**src/rtl/cale_de_date_if.sv**
```systemverilog
// Handshake bundle between the LDH control path (master) and the
// leading-zero scan datapath (slave).
interface cale_de_date_if #(
    parameter int width = 8,
    parameter int cnt_w = 4
) ();
    logic             reset_cd;
    logic             load;
    logic [width-1:0] data_in;
    logic             busy;
    logic             done;
    logic [cnt_w-1:0] result;
    logic             zero_flag;

    modport master (
        output reset_cd,
        output load,
        output data_in,
        input  busy,
        input  done,
        input  result,
        input  zero_flag
    );

    modport slave (
        input  reset_cd,
        input  load,
        input  data_in,
        output busy,
        output done,
        output result,
        output zero_flag
    );
endinterface

```
**src/rtl/cale_de_date.sv**
```systemverilog
// Serial leading-zero counter: captures an operand on load, scans it MSB-first
// one bit per clock, then pulses done and holds the count until the next load or clear.
module cale_de_date #(
    parameter int width = 8,
    parameter int cnt_w = 4
) (
    input  logic           clk,
    input  logic           reset,
    cale_de_date_if.slave  bus
);

    typedef enum logic [1:0] {IDLE, SHIFT, DONE} state_t;

    state_t           state, state_n;
    logic [width-1:0] shreg, shreg_n;
    logic [cnt_w-1:0] cnt, cnt_n;
    logic [cnt_w-1:0] result, result_n;
    logic             zero_flag, zero_flag_n;
    logic             busy, done;

    localparam logic [cnt_w-1:0] last_cnt  = cnt_w'(width - 1);
    localparam logic [cnt_w-1:0] all_zeros = cnt_w'(width);

    always_comb begin
        state_n     = state;
        shreg_n     = shreg;
        cnt_n       = cnt;
        result_n    = result;
        zero_flag_n = zero_flag;
        unique case (state)
            IDLE, DONE: begin
                state_n = IDLE;
                if (bus.load) begin
                    state_n     = SHIFT;
                    shreg_n     = bus.data_in;
                    cnt_n       = '0;
                    zero_flag_n = 1'b0;
                end
            end
            SHIFT: begin
                // The MSB test takes precedence so an operand whose only set
                // bit is the LSB reports width-1, not width.
                if (shreg[width-1]) begin
                    result_n = cnt;
                    state_n  = DONE;
                end else if (cnt == last_cnt) begin
                    result_n    = all_zeros;
                    zero_flag_n = 1'b1;
                    state_n     = DONE;
                end else begin
                    shreg_n = {shreg[width-2:0], 1'b0};
                    cnt_n   = cnt + cnt_w'(1);
                end
            end
            default: state_n = IDLE;
        endcase
    end

    // busy/done are registered from the next state so they line up with it.
    always_ff @(posedge clk) begin
        if (!reset || bus.reset_cd) begin
            state     <= IDLE;
            shreg     <= '0;
            cnt       <= '0;
            result    <= '0;
            zero_flag <= 1'b0;
            busy      <= 1'b0;
            done      <= 1'b0;
        end else begin
            state     <= state_n;
            shreg     <= shreg_n;
            cnt       <= cnt_n;
            result    <= result_n;
            zero_flag <= zero_flag_n;
            busy      <= (state_n == SHIFT);
            done      <= (state_n == DONE);
        end
    end

    assign bus.busy      = busy;
    assign bus.done      = done;
    assign bus.result    = result;
    assign bus.zero_flag = zero_flag;

endmodule

```
**src/flat_wrapper.sv**
```systemverilog
// flat-port wrapper written by rule: the top's interface ports become plain ports
module cale_de_date_flat 
#(
    parameter int width = 8,
    parameter int cnt_w = 4
)
  (clk, reset, bus_reset_cd, bus_load, bus_data_in, bus_busy, bus_done, bus_result, bus_zero_flag);
  cale_de_date_if #(.width(width), .cnt_w(cnt_w)) bus_i ();
  input  logic clk;
  input  logic reset;
  input wire logic [$bits(bus_i.reset_cd)-1:0] bus_reset_cd;
  input wire logic [$bits(bus_i.load)-1:0] bus_load;
  input wire logic [$bits(bus_i.data_in)-1:0] bus_data_in;
  output wire logic [$bits(bus_i.busy)-1:0] bus_busy;
  output wire logic [$bits(bus_i.done)-1:0] bus_done;
  output wire logic [$bits(bus_i.result)-1:0] bus_result;
  output wire logic [$bits(bus_i.zero_flag)-1:0] bus_zero_flag;
  assign bus_i.reset_cd = bus_reset_cd;
  assign bus_i.load = bus_load;
  assign bus_i.data_in = bus_data_in;
  assign bus_busy = bus_i.busy;
  assign bus_done = bus_i.done;
  assign bus_result = bus_i.result;
  assign bus_zero_flag = bus_i.zero_flag;
  cale_de_date #(.width(width), .cnt_w(cnt_w)) u_core (.clk(clk), .reset(reset), .bus(bus_i));
endmodule
```
**config.mk**
```make
export PLATFORM = sky130hd
export DESIGN_NAME = cale_de_date_flat
export DESIGN_NICKNAME = d
export VERILOG_FILES = /design/src/rtl/cale_de_date_if.sv /design/src/rtl/cale_de_date.sv /design/src/flat_wrapper.sv
export SDC_FILE = /design/constraint.sdc
export NUM_CORES = 1
export LEC_CHECK = 0
export CAP_MARGIN = 20
export CORE_MARGIN = 3
export CORE_UTILIZATION = 44
export DETAILED_ROUTE_END_ITERATION = 6
export GPL_ROUTABILITY_DRIVEN = 1
export HOLD_SLACK_MARGIN = 0.03
export PLACE_DENSITY_LB_ADDON = 0.3
export SLEW_MARGIN = 20
export SYNTH_ARGS = -nofsm -noshare
export SYNTH_HDL_FRONTEND = slang
export SYNTH_SLANG_ARGS = --single-unit
```
**constraint.sdc**
```tcl
create_clock -name clk -period 1.7 [get_ports clk]
set_input_delay 0.34 -clock clk [delete_from_list [all_inputs] [get_ports clk]]
set_output_delay 0.34 -clock clk [all_outputs]
set_load 0.1 [all_outputs]
```
==> metrics.md <==
| Metric | Value |
|---|---|
| Status | complete, no violations |
| Yosys cell types | 30 |
| First-pass GRT wire length | 3.318 mm |
| Vias in the first global route | 736 |
| ANT nets after route | 0 |
| Port bufs | 18 |
| Crit Path Category | reg2reg |
| Total wire length | 1.999 mm |
| Leakage | 0.4188 nW |
| Share of cells above drive strength 1 | 0.1680 |
| Die area | 2665 um^2 |
| Global route total overflow | 0 |
| Largest net degree at the start of global routing | 20 |
| Critical path, cell by cell | ha_1, and3b_2, or4_1, a31oi_1 |
| Area leader, netlist | dfxtp_1 |
| GR Util All Layers | 0.1618 |
| Final setup violation count | 0 |
| Total core area | 1839 um^2 |
| Commonest non-fill, non-tap cell in the layout | dfxtp_1 |
| Worst-path maximum fanout | 7 |
| Initial antenna violation count | 0 |
| Clk pwr share | 0.284 |
| Slew Viols, Final | 0 |
| Most frequent cells in the layout | dfxtp_1 (21), nand2_1 (15), clkdlybuf4s50_1 (11) |
| CTS sink cnt | 21 |
| Share of power burned in registers | 0.593 |
| Internal power | 0.6406 mW |
| # DRC | 0 |
| CTS tree | done |
| Crit-path leading delay family | simple AND/OR/NAND/NOR gates |
| WL per Instance | 13.33 um |
| Dpl hpwl | 1.480 mm |
| Synth area leaders | dfxtp_1 (46%), nand2_1 (6.1%), o211ai_1 (5.7%) |
| CP peak stage delay | 0.50 ns |
| Nets | 139 |
| Initial Util | 0.4980 |
| Drt initial violations | 37 |
| Mapped cell area | 915.9 um^2 |
| Min-delay worst type | reg2reg |
| I/O pins | 19 |
| Max_cap viols | 0 |
| Power Density | 692.0 nW/um^2 |
| Worst Skew | 0.007543 ns |
| Switching Fraction | 0.2511 |
| Ant. Diodes | 0 |
| Setup TNS | 0 ns |
| Final Critical Period | 1.640 ns |
| CTS buffer count | 3 |
| Area growth syn-to-layout | 34.97% |
| CP Data Arrival Time | 1.87 ns |
| Critical-path top delay cell | or4_1 |
| Worst Max-Slew Pin Slew | 0.4413 ns |
| Tot Pwr | 0.8554 mW |
| Synthesized area per cell | 8.723 um^2 |
| Mapped Cells | 105 |
| DR vias | 838 |
| Post-synthesis register bit count | 21 |
| Final worst-path cycle share | 0.9647 |
| Worst VDD drop | 0.3342 mV |
| Relative slew slack | 0.7052 |
| Worst-case clock buffer depth | 2 |
| GPL Wtd Cong | 0.7537 |
| Via density | 5.587 |
| DRT Pass-1 Iters | 5 |
| RSZ-0062 raised after global routing | false |
| H-tree Lvls | 1 |
| Clock slew at reported path FFs | 0.12 ns |
| Sequential fraction of the synthesis area | 0.4590 |
| Die height | 51.63 um |
| Die width | 51.63 um |
| Final Hold Fails | 0 |
| Placement Rows | 15 |
| Syn Nets | 118 |
| Highest clock rate | 609.7 MHz |
| Critical path endpoint category | flop |
| CP startpoint kind | flop |
| CP required | 1.93 ns |
| Combinational power share | 0.124 |
| Clock root buffer | clkbuf_4 |
| Sw Pwr | 0.2148 mW |
| Yosys warnings | 0 |
| Clock Latency Late Sink | 0.30 ns |
| Worst path bufs/invs | 0 |
| Share of the synthesized area in the top cell type | 0.4590 |
sequential cells by signal, summed over array words and instances (netlist names):
register	count
u_core.state	2
u_core.bus.busy	1
u_core.shreg	8
u_core.bus.result	4
u_core.bus.zero_flag	1
u_core.cnt	4
u_core.bus.done	1
logic make-up after synthesis:
group	synth area share
AOI/OAI and AO/OA	0.1680
adders and majority gates	0.01366
buffers and inverters	0.04644
DFF	0.4590
muxes	0.01093
and+or+nand+nor	0.3019
cell type report:
class,count,area (um^2)
timing repair buffer,25,302.8
sequential,21,420.4
tap,25,31.28
clock buffer,3,22.52
clock inverter,1,5.005
multi-input combinational,75,454.2
fill,166,603.1
layer usage:
metal / wire, um / vias to the layer above / track usage
met5: 0 / - / 0
met4: 27 / 0 / 0.06550
met3: 81 / 4 / 0.02579
met2: 939 / 20 / 0.2500
met1: 951 / 387 / 0.2234
li1: - / 427 / -
power groups by stage:
stage | Sequential (mW) | Combinational [mW] | Clock, mW
floorplan | 0.526 | 0.0457 | 0
global placement | 0.518 | 0.104 | 0
detailed placement | 0.518 | 0.106 | 0
CTS | 0.507 | 0.106 | 0.248
global route | 0.508 | 0.114 | 0.263
finish | 0.507 | 0.106 | 0.243
worst register-to-register path, stage by stage (launching register included):
cell and delay, ns:
dfxtp_1 0.36, ha_1 0.24, and3b_2 0.27, or4_1 0.50, a31oi_1 0.19
cells in the mapped netlist (all sizes together):
cell and n:
or3b 1, o21a 1, o21ai 3, o22ai 2, mux2i 1, or4 2, nand3 10, nand2b 3
o211ai 7, nand3b 2, clkbuf 6, a21oi 3, nor3 1, and2 4, nor2 1, a31oi 3
and3b 1, o221a 1, o32ai 1, dfxtp 21, nor2b 3, buf 3, ha 1, nor3b 1
nand4 7, nand2 15, a32oi 1
timing repair:
item | 4_1_cts | 5_1_grt
endpoints found under the setup margin | 0 | 1
hold buffers | 0 | 0
setup buffers | 0 | 0
resized for setup | 0 | 1
path summary, 6_finish.rpt:
path,from,end,slack [ns],depth (start not counted)
worst min register to register,u_core.shreg[6],u_core.shreg[7],0.48,2
worst max-delay path,u_core.cnt[0],u_core.cnt[3],0.06,4
worst min-delay path,u_core.shreg[6],u_core.shreg[7],0.48,2
worst max register to register,u_core.cnt[0],u_core.cnt[3],0.06,4
per-stage QoR:
stage               utilization  instances  hold slack (ns)  cell area [um^2]  setup WS (ns)
floorplan                     -        105           0.4363             915.9         0.1233
global placement         0.6565        146           0.4492              1207         0.1645
detailed placement       0.6565        146           0.4701              1207        0.09478
CTS                      0.6714        150           0.4891              1235        0.07123
global route             0.6721        150           0.4993              1236       0.002792
finish                   0.6721        150           0.4840              1236        0.05995
Note: power is estimated with default switching activity, not from simulation.
